<file path="config.mk">
export PLATFORM = sky130hd
export DESIGN_NAME = bcd_key_entry_flat
export DESIGN_NICKNAME = d
export VERILOG_FILES = /design/src/rtl/bcd_key_entry_if.sv /design/src/rtl/bcd_key_entry.sv /design/src/flat_wrapper.sv
export SDC_FILE = /design/constraint.sdc
export NUM_CORES = 1
export LEC_CHECK = 0
export CAP_MARGIN = 20
export CORE_MARGIN = 8
export CORE_UTILIZATION = 35
export CTS_CLUSTER_DIAMETER = 100
export CTS_CLUSTER_SIZE = 20
export DETAILED_ROUTE_END_ITERATION = 8
export PLACE_DENSITY = 0.63
export SYNTH_ARGS = -nofsm -noshare
export SYNTH_HDL_FRONTEND = slang
export SYNTH_SLANG_ARGS = --single-unit
</file>
<file path="constraint.sdc">
create_clock -name clk -period 3.3 [get_ports clk]
set_input_delay 0.495 -clock clk [delete_from_list [all_inputs] [get_ports clk]]
set_output_delay 0.495 -clock clk [all_outputs]
set_load 0.01 [all_outputs]
</file>
<file path="src/rtl/bcd_key_entry_if.sv">
// Operand handshake between the key-entry block and its consumer.
// The master presents din_out/din_valid; the slave answers with din_ready.
interface bcd_key_entry_if;
    logic [15:0] din_out;
    logic        din_valid;
    logic        din_ready;

    modport master (
        output din_out,
        output din_valid,
        input  din_ready
    );

    modport slave (
        input  din_out,
        input  din_valid,
        output din_ready
    );
endinterface

</file>
<file path="src/rtl/bcd_key_entry.sv">
// Debounced decimal keypad entry: accumulates typed digits into a saturating 16-bit operand,
// hands it off with valid/ready and echoes the last four digits as BCD.
module bcd_key_entry #(
    parameter int unsigned DEBOUNCE_CYCLES = 250000
) (
    input  logic               clk,
    input  logic               clear,
    input  logic [3:0]         key_digit,
    input  logic               key_press,
    input  logic               key_enter,
    bcd_key_entry_if.master    din,
    output logic [2:0]         digit_count,
    output logic               overflow,
    output logic [15:0]        echo_bcd
);

    localparam int unsigned CntW = $clog2(DEBOUNCE_CYCLES);
    localparam logic [CntW-1:0] CntMax = CntW'(DEBOUNCE_CYCLES - 1);

    typedef enum logic [0:0] {StEntry, StHold} state_e;

    // Button chains indexed [0]=press, [1]=enter.
    logic [1:0]      btn_raw;
    logic [1:0]      sync1_q, sync2_q;
    logic [1:0]      level_q, level_prev_q;
    logic [1:0]      pulse_q;
    logic [CntW-1:0] cnt_q [2];
    logic [3:0]      dsync1_q, dsync2_q;
    logic            press_p, enter_p;

    state_e      state_q, state_d;
    logic [15:0] dout_q, dout_d;
    logic        valid_q, valid_d;
    logic [2:0]  count_q, count_d;
    logic        ovf_q, ovf_d;
    logic [15:0] echo_q, echo_d;
    logic [16:0] acc_next;

    assign btn_raw = {key_enter, key_press};
    assign press_p = pulse_q[0];
    assign enter_p = pulse_q[1];

    always_ff @(posedge clk) begin
        if (clear) begin
            sync1_q      <= '0;
            sync2_q      <= '0;
            level_q      <= '0;
            level_prev_q <= '0;
            pulse_q      <= '0;
            dsync1_q     <= '0;
            dsync2_q     <= '0;
            for (int i = 0; i < 2; i++) begin
                cnt_q[i] <= '0;
            end
        end else begin
            sync1_q      <= btn_raw;
            sync2_q      <= sync1_q;
            level_prev_q <= level_q;
            pulse_q      <= level_q & ~level_prev_q;
            dsync1_q     <= key_digit;
            dsync2_q     <= dsync1_q;
            for (int i = 0; i < 2; i++) begin
                if (sync2_q[i] != level_q[i]) begin
                    if (cnt_q[i] == CntMax) begin
                        level_q[i] <= sync2_q[i];
                        cnt_q[i]   <= '0;
                    end else begin
                        cnt_q[i] <= cnt_q[i] + 1'b1;
                    end
                end else begin
                    cnt_q[i] <= '0;
                end
            end
        end
    end

    // Only reached with at most four digits and no overflow, so 17 bits cannot wrap.
    assign acc_next = {1'b0, dout_q} * 17'd10 + {13'd0, dsync2_q};

    always_comb begin
        state_d = state_q;
        dout_d  = dout_q;
        valid_d = valid_q;
        count_d = count_q;
        ovf_d   = ovf_q;
        echo_d  = echo_q;
        unique case (state_q)
            StEntry: begin
                if (enter_p) begin
                    if (count_q != 3'd0) begin
                        state_d = StHold;
                        valid_d = 1'b1;
                    end
                end else if (press_p && (dsync2_q <= 4'd9)) begin
                    echo_d = {echo_q[11:0], dsync2_q};
                    if (count_q < 3'd5) begin
                        count_d = count_q + 3'd1;
                        if (!ovf_q) begin
                            if (acc_next[16]) begin
                                dout_d = 16'hFFFF;
                                ovf_d  = 1'b1;
                            end else begin
                                dout_d = acc_next[15:0];
                            end
                        end
                    end else begin
                        ovf_d = 1'b1;
                    end
                end
            end
            StHold: begin
                if (din.din_ready) begin
                    state_d = StEntry;
                    valid_d = 1'b0;
                    dout_d  = '0;
                    count_d = '0;
                    ovf_d   = 1'b0;
                end
            end
        endcase
    end

    always_ff @(posedge clk) begin
        if (clear) begin
            state_q <= StEntry;
            dout_q  <= '0;
            valid_q <= 1'b0;
            count_q <= '0;
            ovf_q   <= 1'b0;
            echo_q  <= '0;
        end else begin
            state_q <= state_d;
            dout_q  <= dout_d;
            valid_q <= valid_d;
            count_q <= count_d;
            ovf_q   <= ovf_d;
            echo_q  <= echo_d;
        end
    end

    assign din.din_out   = dout_q;
    assign din.din_valid = valid_q;
    assign digit_count   = count_q;
    assign overflow      = ovf_q;
    assign echo_bcd      = echo_q;

endmodule

</file>
<file path="src/flat_wrapper.sv">
// flat-port wrapper written by rule: the top's interface ports become plain ports
module bcd_key_entry_flat 
#(
    parameter int unsigned DEBOUNCE_CYCLES = 250000
)
  (clk, clear, key_digit, key_press, key_enter, digit_count, overflow, echo_bcd, din_din_out, din_din_valid, din_din_ready);
  bcd_key_entry_if din_i ();
  input  logic clk;
  input  logic clear;
  input  logic [3:0] key_digit;
  input  logic key_press;
  input  logic key_enter;
  output logic [2:0] digit_count;
  output logic overflow;
  output logic [15:0] echo_bcd;
  output wire logic [$bits(din_i.din_out)-1:0] din_din_out;
  output wire logic [$bits(din_i.din_valid)-1:0] din_din_valid;
  input wire logic [$bits(din_i.din_ready)-1:0] din_din_ready;
  assign din_din_out = din_i.din_out;
  assign din_din_valid = din_i.din_valid;
  assign din_i.din_ready = din_din_ready;
  bcd_key_entry #(.DEBOUNCE_CYCLES(DEBOUNCE_CYCLES)) u_core (.clk(clk), .clear(clear), .key_digit(key_digit), .key_press(key_press), .key_enter(key_enter), .din(din_i), .digit_count(digit_count), .overflow(overflow), .echo_bcd(echo_bcd));
endmodule
</file>
After elaboration in Yosys (flattened, before gate mapping)
Memory sizes are Yosys's and may differ from the RTL's.
Index checks and enable logic that the tools add are counted.
{ "op_classes": {"mul": 1, "bitwise_logic": 10, "n_eq_ne": 11, "order_cmp": 2, "mux": 56, "addsub": 4, "reduce_logical": 9} }
{ "op_table": {"columns": ["cell", "count"], "rows": [
  ["18-bit 2-to-1 mux", 6],
  ["16-bit 2-to-1 mux", 6],
  ["18-bit by 1-bit adder with 18-bit output, second input constant", 2],
  ["18-bit == test, second input constant", 2],
  ["1-bit 2-to-1 mux", 35],
  ["16-bit case mux with 2 select lines", 1],
  ["17-bit by 4-bit adder with 17-bit output", 1],
  ["16-bit by 3-bit multiplier with 16-bit output, second input constant", 1],
  ["3-bit 2-to-1 mux", 4],
  ["3-bit AND reduction", 3],
  ["2-bit by 1-bit inequality test with 1-bit output, second input constant", 4],
  ["2-bit inequality test, second input constant", 3],
  ["1-bit OR", 6],
  ["1-bit case mux with 2 select lines", 3],
  ["3-bit case mux with 2 select lines", 1],
  ["5-bit AND reduction", 1],
  ["4-bit less-or-equal comparator, second input constant", 1],
  ["2-bit AND reduction", 2],
  ["4-bit AND reduction", 1],
  ["3-bit by 1-bit adder with 3-bit output, second input constant", 1],
  ["3-bit < comparator, second input constant", 1],
  ["3-bit nonzero test", 1],
  ["2-bit bitwise AND", 1],
  ["1-bit inequality test", 2],
  ["other kinds (3)", 4]
]} }
{ "word_totals": {"wordCells": 108, "n_memories": 1, "ramBits": 36, "register_bits": 56, "out_inout_bits": 37} }
{ "memory_table": {"columns": ["name", "words", "word_bits", "read_ports", "rd_ports_with_merged_regs", "wr", "line_no", "text"], "rows": [
  ["u_core.cnt_q", 2, 18, 2, 0, 2, "bcd_key_entry.sv:27", "logic [CntW-1:0] cnt_q [2];"]
]} }

Logic depth before layout (Yosys ltp)
Gate-level depths: netlist of run 1.
An unclocked memory read counts as a cell.
{ "logic_depth": {"ltp_word": 9, "depth_mapped": 13, "ltp_nobuf": 12} }

Worst setup path before layout of run 1
No wires, ideal clock.
{ "synth_timing": {"path_type": "reg2reg", "startpoint": "register u_core.dout_q[7], in the netlist u_core.din.din_out[7]", "endpoint": "register u_core.dout_q[2], in the netlist u_core.din.din_out[2]", "t_arrival_ns": 3.056, "slack_ns": 0.125, "path_stages_with_launch": 12, "path_buffers": 1, "path_cell_list": "dfxtp_1 > ha_1 > ha_1 > nand2_2 > o31ai_4 > mux2i_1 > o2111ai_2 > nor3_4 > nand4_2 > mux2_4 > buf_6 > a211o_1"} }
{ "synth_via": {"elab_chain_len": 8} }
{ "synth_rtl": {"columns": ["item", "line_no", "text"], "rows": [
  ["start: declaration", "bcd_key_entry.sv:32", "logic [15:0] dout_q, dout_d;"],
  ["start signal: assignment", "bcd_key_entry.sv:133", "dout_q <= dout_d;"],
  ["16-bit by 3-bit multiplier with 16-bit output", "bcd_key_entry.sv:78", "assign acc_next = {1'b0, dout_q} * 17'd10 + {13'd0, dsync2_q};"],
  ["17-bit by 4-bit adder with 17-bit output", "bcd_key_entry.sv:78", null],
  ["16-bit 2-to-1 mux", "bcd_key_entry.sv:99", "if (acc_next[16]) begin"],
  ["16-bit 2-to-1 mux", "bcd_key_entry.sv:98", "if (!ovf_q) begin"],
  ["16-bit 2-to-1 mux", "bcd_key_entry.sv:96", "if (count_q < 3'd5) begin"],
  ["16-bit 2-to-1 mux", "bcd_key_entry.sv:94", "end else if (press_p && (dsync2_q <= 4'd9)) begin"],
  ["16-bit 2-to-1 mux", "bcd_key_entry.sv:89", "if (enter_p) begin"],
  ["16-bit case mux with 2 select lines", "bcd_key_entry.sv:87", "unique case (state_q)"]
]} }
Every way passes these cells. The select of a mux whose other input is x is not followed.
A chain may end at the register's enable or synchronous reset.

Worst setup path after layout of run 1
{ "layout_timing": {"startpoint": "register u_core.dout_q[3], in the netlist u_core.din.din_out[3]", "endpoint": "register u_core.dout_q[6], in the netlist u_core.din.din_out[6]"} }
The elaborated chain is that of the path after synthesis.

==> summary.txt, run 1 <==
Status
  • Status: finished, final reports clean

Clock tree
  • Worst-Skew Late Latency: roughly 0.35 ns
  • Num CTS Buffers: 9
  • CTS tree: done
  • Clock sinks: just over 90
  • Clock Tree Root: clkbuf_16
  • H-tree levels: 3
  • Reg clk slew, reported paths: approximately 0.070 ns
  • # hold bufs at CTS: 0
  • Clock Path Buffers: 2

Critical path
  • Endpoint class of the critical path: flip-flop
  • CP arrival: between 3 and 4 ns
  • Buf+Inv Stages, Crit Path: 1
  • Crit Path Max Fanout: 5
  • Crit-path slowest cell: fa_2
  • Crit-path max cell delay: ~0.36 ns
  • Cell Chain, Critical Path: ha_1 > ha_2 > inv_1 > fa_2 > nand2b_4 > a21o_1 > nand4_1 > a2111oi_4 > nor3_2 > nor2_1 > mux2_2 > a221o_1
  • CP Class: flip-flop to flip-flop
  • Top cell family by delay on the critical path: simple AND/OR/NAND/NOR gates
  • Reg2reg setup slack: 0.08 ns
  • CP required: about 3.5 ns
  • Startpoint Class: flip-flop

Cells and area
  • Ratio of cells with drive above 1 in the final layout: 11.5%
  • P&R area growth vs syn: 27.2%
  • Ant. Diodes: 0
  • Final nets: just under 700
  • Fin area: approximately 0.0064 mm²

Synthesis
  • Yosys warns: 0
  • Syn Inst Count: 535
  • Number of synthesized register bits: 92
  • Synthesized area: ~0.0051 mm²
  • Async set or reset register ratio after synthesis: 0%
  • Syn_area_per_cell: roughly 9.4 µm²
  • Part of the Yosys area used for sequential elements: 43.6%
  • Post-synth top flop: dfxtp_1
  • Count of flip-flops with a built-in enable after synthesis: 36
  • Unique masters post-synth: 60

Power and ir drop
  • Static leakage: 2.48 nW
  • Peak supply drop: about 250 µV
  • Internal power consumption: between 1.5 and 2 mW
  • Sw Pwr: just over 0.5 mW
  • Power Dens Cells: roughly 360 mW/mm²
  • Sw Share: about 23%
  • Clock network power share: between 40% and 50%
  • Sequential power share: 53.6%
  • Comb pwr share: under 10%

STA
  • Worst slew margin: 55.1%
  • Hold WS: between 0.3 and 0.4 ns
  • Tmin final: around 3.2 ns
  • Slew Viols, Final: 0
  • Endpoints failing setup: 0
  • Final period util: a little over nine tenths
  • Worst Skew: 0.00876 ns
  • Highest clock rate: 311 MHz
  • Worst-margin pin slew: a little under 0.7 ns
  • Final Hold Fails: 0

Detailed routing
  • Wl on met1: approximately 5000 µm
  • DRC: 0
  • Top sig layer: met4
  • Routed length on met2: approximately 5600 µm
  • Post-DR vias/cell: ~4.9
  • Vias: roughly 4.1k
  • Drt wl/cell: 13.7 µm
  • DRT Pass-1 Iters: 5
  • Wire length on met3: between 500 and 600 µm
  • Initial DRC Count: approximately 300
  • Post-Route WL: approximately 11,000 µm
  • Routed Antenna Nets: 0

GRT
  • Vias in the first global route: 3,926
  • First-pass GRT wire length: about 18,000 µm
  • Initial antenna violation count: 0
  • Pin count of the biggest net entering global routing: 26
  • Tot GR Track Use: 12.2%
  • GRT overflow: 0

Floorplan
  • Die area: around 0.019 mm²
  • Die Span Y: 136 µm
  • Initial Util: a little over a third
  • Core footprint: around 0.014 mm²
  • Die Width: ~140 µm
  • # IOs: between 40 and 50
  • Cell row count: 44

Placed design
  • # port buffers: between 40 and 50
  • Placed cell area: approximately 0.0059 mm²
  • RD Place Congestion: roughly 0.83
  • DP Wirelength: a little over 8000 µm

Hold path
  • Hold Crit Class: flip-flop to flip-flop

Flow run
  • Max-cap violations: 0
==> worst register-to-register path, delay by kind of cell, from the launching register on <==
kind | cells | cell delay [ns]
buffers and inverters | 1 | 0.07
adders and majority gates | 3 | 0.86
AOI/OAI and AO/OA | 3 | 0.61
and+or+nand+nor | 4 | 0.88
muxes | 1 | 0.36
DFF | 1 | 0.34
==> power groups by stage <==
stage,combinational [mW],sequential [mW],clock [mW]
5_1_grt,0.0779,1.23,1.07
2_1_floorplan,0.0481,1.25,0
3_5_place_dp,0.0670,1.25,0
6_report,0.0677,1.23,0.996
3_3_place_gp,0.0661,1.25,0
4_1_cts,0.0676,1.23,1.03
==> metal layers <==
metal  up-vias  global-route usage, %
met3        16                   3.77
met2        64                   20.6
met4         0                   4.27
met5         -                      0
met1      1941                   14.3
li1       2067                      -
==> synthesized netlist by cell type, drive strengths merged (2+ instances only) <==
cell type,count,area (µm²)
nand2b,3,18.8
a21o,4,31.3
o31ai,2,28.8
a22oi,2,15.0
nand2,59,224
a211oi,4,35.0
mux2,2,26.3
inv,19,71.3
and3,9,56.3
or3,8,50.1
xor2,24,218
o21ai,11,55.1
a21oi,30,150
clkbuf,12,45.0
edfxtp,36,1080
a311oi,2,17.5
nand3,26,130
mux2i,4,40.0
a211o,3,26.3
nor3b,4,30.0
xnor2,30,282
dfxtp,56,1120
nor4b,2,17.5
nor2b,18,113
nand4,10,75.1
nor3,12,71.3
a221o,10,100
and2,4,25.0
o2111ai,2,23.8
ha,32,400
buf,2,15.0
o21a,3,22.5
fa,2,40.0
nor4,4,25.0
nor2,71,267
==> flip-flops by register name, indices dropped and copies added (netlist names) <==
name and count:
u_core.din.din_out 16, u_core.cnt_q 36, u_core.level_q 2, u_core.sync2_q 2
u_core.overflow 1, u_core.dsync2_q 4, u_core.level_prev_q 2, u_core.state_q 1
u_core.echo_bcd 16, u_core.digit_count 3, u_core.pulse_q 2, u_core.din.din_valid 1
u_core.dsync1_q 4, u_core.sync1_q 2
==> layout make-up <==
cell class	instances	area, µm²
fill	1387	7880
multi-input combinational	446	3010
sequential	92	2210
timing repair buffer	69	631
clock buffer	10	239
tap	184	230
inverter	19	71.3
clock inverter	6	45.0
==> logic make-up after synthesis <==
group,share of synthesized area (%)
buffers and inverters,2.60
flip-flops,43.6
XOR/XNOR,9.88
multiplexers,1.31
AO/OA/AOI/OAI,11.7
other,0.0742
adder cells (fa/ha/maj),8.71
AND/OR/NAND/NOR,22.1
==> placed cells by master (no fill, tap or decap), drive strengths merged, types with 3 or more instances in the layout <==
cell           synthesis  final
nand3                 26     26
buf                    2     24
nor3b                  4      4
a21o                   4      4
nor2b                 18     18
xnor2                 30     30
inv                   19     23
mux2                   2      3
nor4                   4      4
and2                   4      4
a21oi                 30     30
a221o                 10     10
nand4                 10     10
ha                    32     32
nor2                  71     71
clkdlybuf4s50          0     45
mux2i                  4      4
nand2b                 3      3
clkbuf                12     10
o21a                   3      3
and3                   9      9
or3                    8      8
a211oi                 4      4
edfxtp                36     36
dfxtp                 56     56
xor2                  24     24
a211o                  3      3
o21ai                 11     11
conb                   1     36
nor3                  12     12
nand2                 59     59
==> worst paths after layout <==
check	start	end	depth (start not counted)
worst max-delay path	u_core.din.din_out[3]$_SDFFE_PP0P_	u_core.din.din_out[6]$_SDFFE_PP0P_	12
worst min-delay path	u_core.level_prev_q[0]$_SDFF_PP0_	u_core.pulse_q[0]$_SDFF_PP0_	1
worst max register to register	u_core.din.din_out[3]$_SDFFE_PP0P_	u_core.din.din_out[6]$_SDFFE_PP0P_	12
worst min register to register	u_core.level_prev_q[0]$_SDFF_PP0_	u_core.pulse_q[0]$_SDFF_PP0_	1
==> stage by stage <==
step | worst slack (ns) | setup TNS, ns | instances | util [%] | power, mW
after CTS | 0.0132 | 0 | 820 | 43.5 | 2.32
after floorplan | 0.125 | 0 | 570 | - | 1.29
after global placement | 0.0687 | 0 | 802 | 41.5 | 1.32
after global routing | -0.0409 | -0.258 | 826 | 44.9 | 2.38
final | 0.0814 | 0 | 826 | 44.9 | 2.29
after detailed placement | -0.105 | -0.942 | 802 | 41.5 | 1.32
==> repair_timing <==
action	in CTS	in global routing
pin swaps	1	9
gates cloned	0	1
hold endpoints to repair	0	0
setup endpoints to repair	11	17
buffers inserted	2	5
gates resized for setup	0	28
Note: power is estimated with default switching activity, not from simulation.
==> run 2, diff against run 1 <==
- PLACE_DENSITY: 0.63 -> default
==> summary.txt, run 2 (same netlist as run 1, synthesis figures left out) <==
Detailed routing
  • Post-DR vias/cell: 4.83 (-2.4%)
  • Post-Route WL: 11,100 µm (-2.4%)
  • DRT Pass-1 Iters: 4 (-1)
  • DRC: 0 (unchanged)
  • Drt wl/cell: 13.4 µm (-2.0%)
  • Initial DRC Count: 235 (-22%)
  • Vias: 3,971 (-2.9%)
  • Routed Antenna Nets: 0 (unchanged)

Floorplan
  • Die Width: 136 µm (unchanged)
  • Die area: 0.0185 mm² (unchanged)
  • Cell row count: 44 (unchanged)
  • Initial Util: 35.3% (unchanged)
  • Die Span Y: 136 µm (unchanged)
  • # IOs: 46 (unchanged)
  • Core footprint: 0.0143 mm² (unchanged)

STA
  • Worst Setup Slack, final: 0.114 ns (+0.0327 ns)
  • Final period util: 96.5% (-0.99 points)
  • Worst-margin pin slew: 0.709 ns (+0.0364 ns)
  • Final Hold Fails: 0 (unchanged)
  • Hold WS: 0.382 ns (-0.00285 ns)
  • Worst slew margin: 52.0% (-3.1 points)
  • Endpoints failing setup: 0 (unchanged)
  • Tmin final: 3.19 ns (-0.0327 ns)
  • Setup TNS: 0 ns (unchanged)
  • Worst Skew: 0.0117 ns (+0.00292 ns)
  • Highest clock rate: 314 MHz (+1.0%)
  • Slew Viols, Final: 0 (unchanged)

Cells and area
  • Leading cell type in the layout, fill and taps excluded: nor2_1
  • Reg with most FFs: u_core.cnt_q
  • Register area: 0.00220 mm² (-0.28%)
  • P&R area growth vs syn: 26.4%
  • Ratio of cells with drive above 1 in the final layout: 10.0% (-1.5 points)
  • Ant. Diodes: 0 (unchanged)
  • Area of the multi-input gates: 0.00299 mm² (-0.46%)
  • # fillers: 1,356 (-2.2%)
  • Final Non-Filler Cells: 822 (-0.48%)
  • Largest register FFs: 36 (unchanged)
  • Leading cell types in the layout, fill and taps excluded: nor2_1 (71), nand2_1 (58), dfxtp_1 (56)
  • Final nets: 676 (-0.59%)

Critical path
  • CP most frequent cell: ha_1
  • CP required: 3.53 ns (about the same)
  • Crit-path max cell delay: 0.37 ns (about the same)
  • Buf+Inv Stages, Crit Path: 1 (unchanged)
  • Crit-path slowest cell: mux2_4
  • CP Class: flip-flop to flip-flop
  • Startpoint Class: flip-flop
  • Top cell family by delay on the critical path: compound AO/OA/AOI/OAI gates
  • CP arrival: 3.41 ns (-0.04 ns)
  • Crit Path Max Fanout: 6 (+1)
  • Cell Chain, Critical Path: ha_1 > ha_1 > a211oi_4 > o31ai_4 > buf_4 > o2111ai_1 > a211o_1 > nand4_2 > nand4_4 > mux2_4 > a221o_1
  • Endpoint class of the critical path: flip-flop

Clock tree
  • Reg clk slew, reported paths: 0.06 ns (about the same)
  • Worst-Skew Late Latency: 0.35 ns (about the same)
  • H-tree levels: 3 (unchanged)
  • Clock Path Buffers: 2 (unchanged)
  • Clock Tree Root: clkbuf_16
  • CTS tree: done
  • Num CTS Buffers: 9 (unchanged)
  • # hold bufs at CTS: 0 (unchanged)
  • Clock sinks: 92 (unchanged)

Power and ir drop
  • Power Dens Cells: 364 mW/mm² (+2.2%)
  • Internal power consumption: 1.85 mW (+4.0%)
  • Sw Pwr: 0.480 mW (-7.1%)
  • Static leakage: 2.45 nW (-0.85%)
  • Total power: 2.33 mW (+1.5%)
  • Sw Share: 20.6% (-1.9 points)
  • Clock network power share: 44.3% (+0.8 points)
  • Peak supply drop: 241 µV (-5.4%)
  • Sequential power share: 52.8% (-0.8 points)
  • Comb pwr share: 2.9% (about the same)

GRT
  • First-pass GRT wire length: 17,900 µm (-2.6%)
  • Pin count of the biggest net entering global routing: 31 (+19%)
  • GRT overflow: 0 (unchanged)
  • Initial antenna violation count: 0 (unchanged)
  • Vias in the first global route: 3,813 (-2.9%)
  • Tot GR Track Use: 11.9% (-0.29 points)

Hold path
  • Hold Crit Class: flip-flop to flip-flop

Flow run
  • Max-cap violations: 0 (unchanged)

Placed design
  • Placement Setup Slack: -0.0155 ns (+0.0897 ns)
  • RD Place Congestion: 0.849 (+2.7%)
  • DP Wirelength: 8180 µm (-0.46%)
  • Inst Count DP: 801 (-0.12%)
  • # port buffers: 45 (unchanged)

Status
  • Status: finished, final reports clean
==> run 2: cell count changes in the layout (fill, tap and decap cells not counted), sizes merged <==
cell	change
bufinv	+1
buf	-3
clkbuf	+3
clkdlybuf4s50	-1
inv	-4
==> run 2: metrics by stage <==
step | utilization (%) | area, µm²
finish | 44.6 | 6390
global route | 44.6 | 6390
detailed placement | 41.4 | 5920
global placement | 41.4 | 5920
CTS | 43.5 | 6220
floorplan | - | 5180
==> run 2: power groups by stage <==
stage          sequential (mW)  combinational [mW]  clock, mW
6_report                  1.23              0.0674       1.03
4_1_cts                   1.23              0.0665       1.06
3_5_place_dp              1.25              0.0660          0
3_3_place_gp              1.25              0.0654          0
2_1_floorplan             1.25              0.0481          0
5_1_grt                   1.23              0.0776       1.10
==> run 2: area by class of cell <==
cell class                 count  share of cell area [%]
multi-input combinational    446                    46.8
sequential                    92                    34.5
timing repair buffer          65                    9.32
clock buffer                  13                    3.92
tap                          184                    3.60
inverter                      19                    1.12
clock inverter                 3                   0.744
==> run 2: path summary, 6_finish.rpt <==
kind	start	end	slack, ns	cells after the start
worst max-delay path	u_core.din.din_out[2]$_SDFFE_PP0P_	u_core.din.din_out[15]$_SDFFE_PP0P_	0.11	11
worst min-delay path	u_core.level_prev_q[1]$_SDFF_PP0_	u_core.pulse_q[1]$_SDFF_PP0_	0.38	1
worst max register to register	u_core.din.din_out[2]$_SDFFE_PP0P_	u_core.din.din_out[15]$_SDFFE_PP0P_	0.11	11
worst min register to register	u_core.level_prev_q[1]$_SDFF_PP0_	u_core.pulse_q[1]$_SDFF_PP0_	0.38	1
==> run 2: what timing repair did <==
action | 4_1_cts | 5_1_grt
endpoints found under the setup margin | 11 | 17
buffers inserted | 0 | 4
gates resized for setup | 1 | 21
endpoints found under the hold margin | 0 | 0
pin swaps | 1 | 7
cloned | 0 | 1
==> run 2: per-layer routing <==
| layer | vias to the layer above | GRT usage (%) | part of all wire [%] |
|---|---|---|---|
| met4 | 0 | 4.09 | 1.7 |
| met5 | - | 0 | 0 |
| met3 | 14 | 3.22 | 3.3 |
| met1 | 1852 | 14.5 | 46 |
| li1 | 2062 | - | - |
| met2 | 43 | 19.9 | 49 |
==> run 3, diff against run 2 <==
--- a/config.mk
+++ b/config.mk
@@ -7,4 +7,5 @@
 export LEC_CHECK = 0
 export CAP_MARGIN = 20
+export CORE_ASPECT_RATIO = 1.5
 export CORE_MARGIN = 8
 export CORE_UTILIZATION = 35
==> constraint.sdc (replaced) <==
create_clock -name clk -period 3.3 [get_ports clk]
set_input_delay 0.495 -clock clk [delete_from_list [all_inputs] [get_ports clk]]
set_output_delay 0.495 -clock clk [all_outputs]
set_load 0.02 [all_outputs]
==> summary.txt, run 3 (same netlist as run 1, synthesis figures left out) <==
Status
  • Status: finished, final reports clean

Clock tree
  • Num CTS Buffers: 9 (unchanged)
  • # hold bufs at CTS: 0 (unchanged)
  • H-tree levels: 3 (unchanged)
  • Clock Path Buffers: 2 (unchanged)
  • CTS tree: done
  • Clock Tree Root: clkbuf_16
  • Worst-Skew Late Latency: 0.34 ns (about the same)
  • Reg clk slew, reported paths: 0.06 ns (about the same)
  • Clock sinks: 92 (unchanged)

STA
  • Final period util: 95.4% (-1.1 points)
  • Worst Setup Slack, final: 0.151 ns (+0.0372 ns)
  • Worst-margin pin slew: 0.613 ns (-0.0954 ns)
  • Endpoints failing setup: 0 (unchanged)
  • Worst Skew: 0.0115 ns (-0.000233 ns)
  • Final Hold Fails: 0 (unchanged)
  • Hold WS: 0.383 ns (+0.000852 ns)
  • RSZ-0062 raised after global routing: true
  • Highest clock rate: 318 MHz (+1.2%)
  • Tmin final: 3.15 ns (-0.0372 ns)
  • Slew Viols, Final: 0 (unchanged)
  • Worst slew margin: 59.0% (+7.0 points)

Floorplan
  • # IOs: 46 (unchanged)
  • Cell row count: 54 (+23%)
  • Die area: 0.0186 mm² (+0.43%)
  • Die Span Y: 163 µm (+20%)
  • Initial Util: 35.3% (about the same)
  • Core footprint: 0.0143 mm² (about the same)
  • Die Width: 114 µm (-16%)

Placed design
  • RD Place Congestion: 0.887 (+4.4%)
  • Placement Setup Slack: -0.00978 ns (+0.00572 ns)
  • DP Wirelength: 9210 µm (+13%)
  • # port buffers: 45 (unchanged)

Critical path
  • CP required: 3.53 ns (about the same)
  • Crit Path Max Fanout: 4 (-2)
  • CP Class: flip-flop to flip-flop
  • Endpoint class of the critical path: flip-flop
  • Startpoint Class: flip-flop
  • CP arrival: 3.38 ns (-0.03 ns)

Detailed routing
  • Post-DR vias/cell: 4.91 (+1.7%)
  • Post-Route WL: 12,200 µm (+10%)
  • Drt wl/cell: 14.6 µm (+8.5%)
  • DRC: 0 (unchanged)
  • Vias: 4,099 (+3.2%)
  • Routed Antenna Nets: 0 (unchanged)
  • DRT Pass-1 Iters: 4 (unchanged)
  • Initial DRC Count: 193 (-18%)

Cells and area
  • Reg with most FFs: u_core.cnt_q
  • # fillers: 1,434 (+5.8%)
  • Leading cell type in the layout, fill and taps excluded: nor2_1
  • Ratio of cells with drive above 1 in the final layout: 12.7% (+2.7 points)
  • Leading cell types in the layout, fill and taps excluded: nor2_1 (71), nand2_1 (58), dfxtp_1 (48)
  • Largest register FFs: 36 (unchanged)
  • Final nets: 676 (unchanged)
  • P&R area growth vs syn: 29.8%
  • Ant. Diodes: 0 (unchanged)

GRT
  • Vias in the first global route: 4,288 (+12%)
  • Initial antenna violation count: 0 (unchanged)
  • GRT overflow: 0 (unchanged)
  • Pin count of the biggest net entering global routing: 27 (-13%)
  • First-pass GRT wire length: 20,400 µm (+14%)
  • Tot GR Track Use: 13.7% (+1.8 points)

Flow run
  • Max-cap violations: 0 (unchanged)

Power and ir drop
  • Static leakage: 2.45 nW (about the same)
  • Peak supply drop: 354 µV (+47%)
  • Power Dens Cells: 367 mW/mm² (+0.76%)

Hold path
  • Hold Crit Class: flip-flop to flip-flop
-- run 3: final timing paths --
check                                                        start                             endpoint  slack (ns)  cells after the start
worst max register to register  u_core.din.din_out[4]$_SDFFE_PP0P_  u_core.din.din_out[10]$_SDFFE_PP0P_        0.15                     13
worst min register to register   u_core.level_prev_q[1]$_SDFF_PP0_         u_core.pulse_q[1]$_SDFF_PP0_        0.38                      1
worst min-delay path             u_core.level_prev_q[1]$_SDFF_PP0_         u_core.pulse_q[1]$_SDFF_PP0_        0.38                      1
worst max-delay path            u_core.din.din_out[4]$_SDFFE_PP0P_  u_core.din.din_out[10]$_SDFFE_PP0P_        0.15                     13
-- run 3: power by group --
group	leakage, nW	total [mW]	internal [mW]	switching [mW]
clock network	0.164	1.11	0.682	0.427
registers	0.829	1.23	1.20	0.0228
logic	1.46	0.0689	0.0297	0.0393
total	2.45	2.41	1.92	0.489
-- run 3: critical path, stage by stage, from the launching register on --
cell,delay (ns)
dfxtp_2,0.40
ha_4,0.23
ha_4,0.28
nand2_2,0.08
o31ai_4,0.34
buf_12,0.15
xor2_2,0.21
o2111ai_4,0.16
nor3_4,0.30
buf_4,0.17
nand4_1,0.14
xnor2_2,0.18
buf_4,0.15
a311oi_1,0.25
-- run 3: layout make-up --
| cell class | instances | area [µm²] | share of cell area [%] |
|---|---|---|---|
| repair buffers | 65 | 608 | 9.27 |
| inverters | 19 | 71.3 | 1.09 |
| clock buffers | 12 | 279 | 4.25 |
| clock inverters | 4 | 50.0 | 0.763 |
| multi-input cells | 446 | 3090 | 47.1 |
| well taps | 196 | 245 | 3.74 |
| flip-flops and latches | 92 | 2210 | 33.7 |
-- run 3: repair_timing --
item                                    CTS  global route
resized for setup                         7            31
endpoints found under the hold margin     0             0
cloned                                    1             0
endpoints found under the setup margin    9            16
buffers inserted                          2             1
pin swaps                                 2             8
-- run 3: stage by stage --
step | area (µm²) | utilization [%] | setup TNS (ns) | instances | total power [mW]
6_report | 6560 | 45.8 | 0 | 834 | 2.41
5_1_grt | 6560 | 45.8 | -0.0345 | 834 | 2.51
4_1_cts | 6350 | 44.4 | 0 | 833 | 2.44
3_5_place_dp | 5940 | 41.5 | -0.0252 | 814 | 1.32
3_3_place_gp | 5940 | 41.5 | 0 | 814 | 1.32
2_1_floorplan | 5180 | - | 0 | 570 | 1.29
-- run 3: layer usage --
layer	part of all wire, %	vias up	track usage, %
met5	0	-	0
met4	2.0	0	5.35
met3	5.6	16	4.18
met2	53	65	25.3
met1	39	1961	14.0
li1	-	2057	-
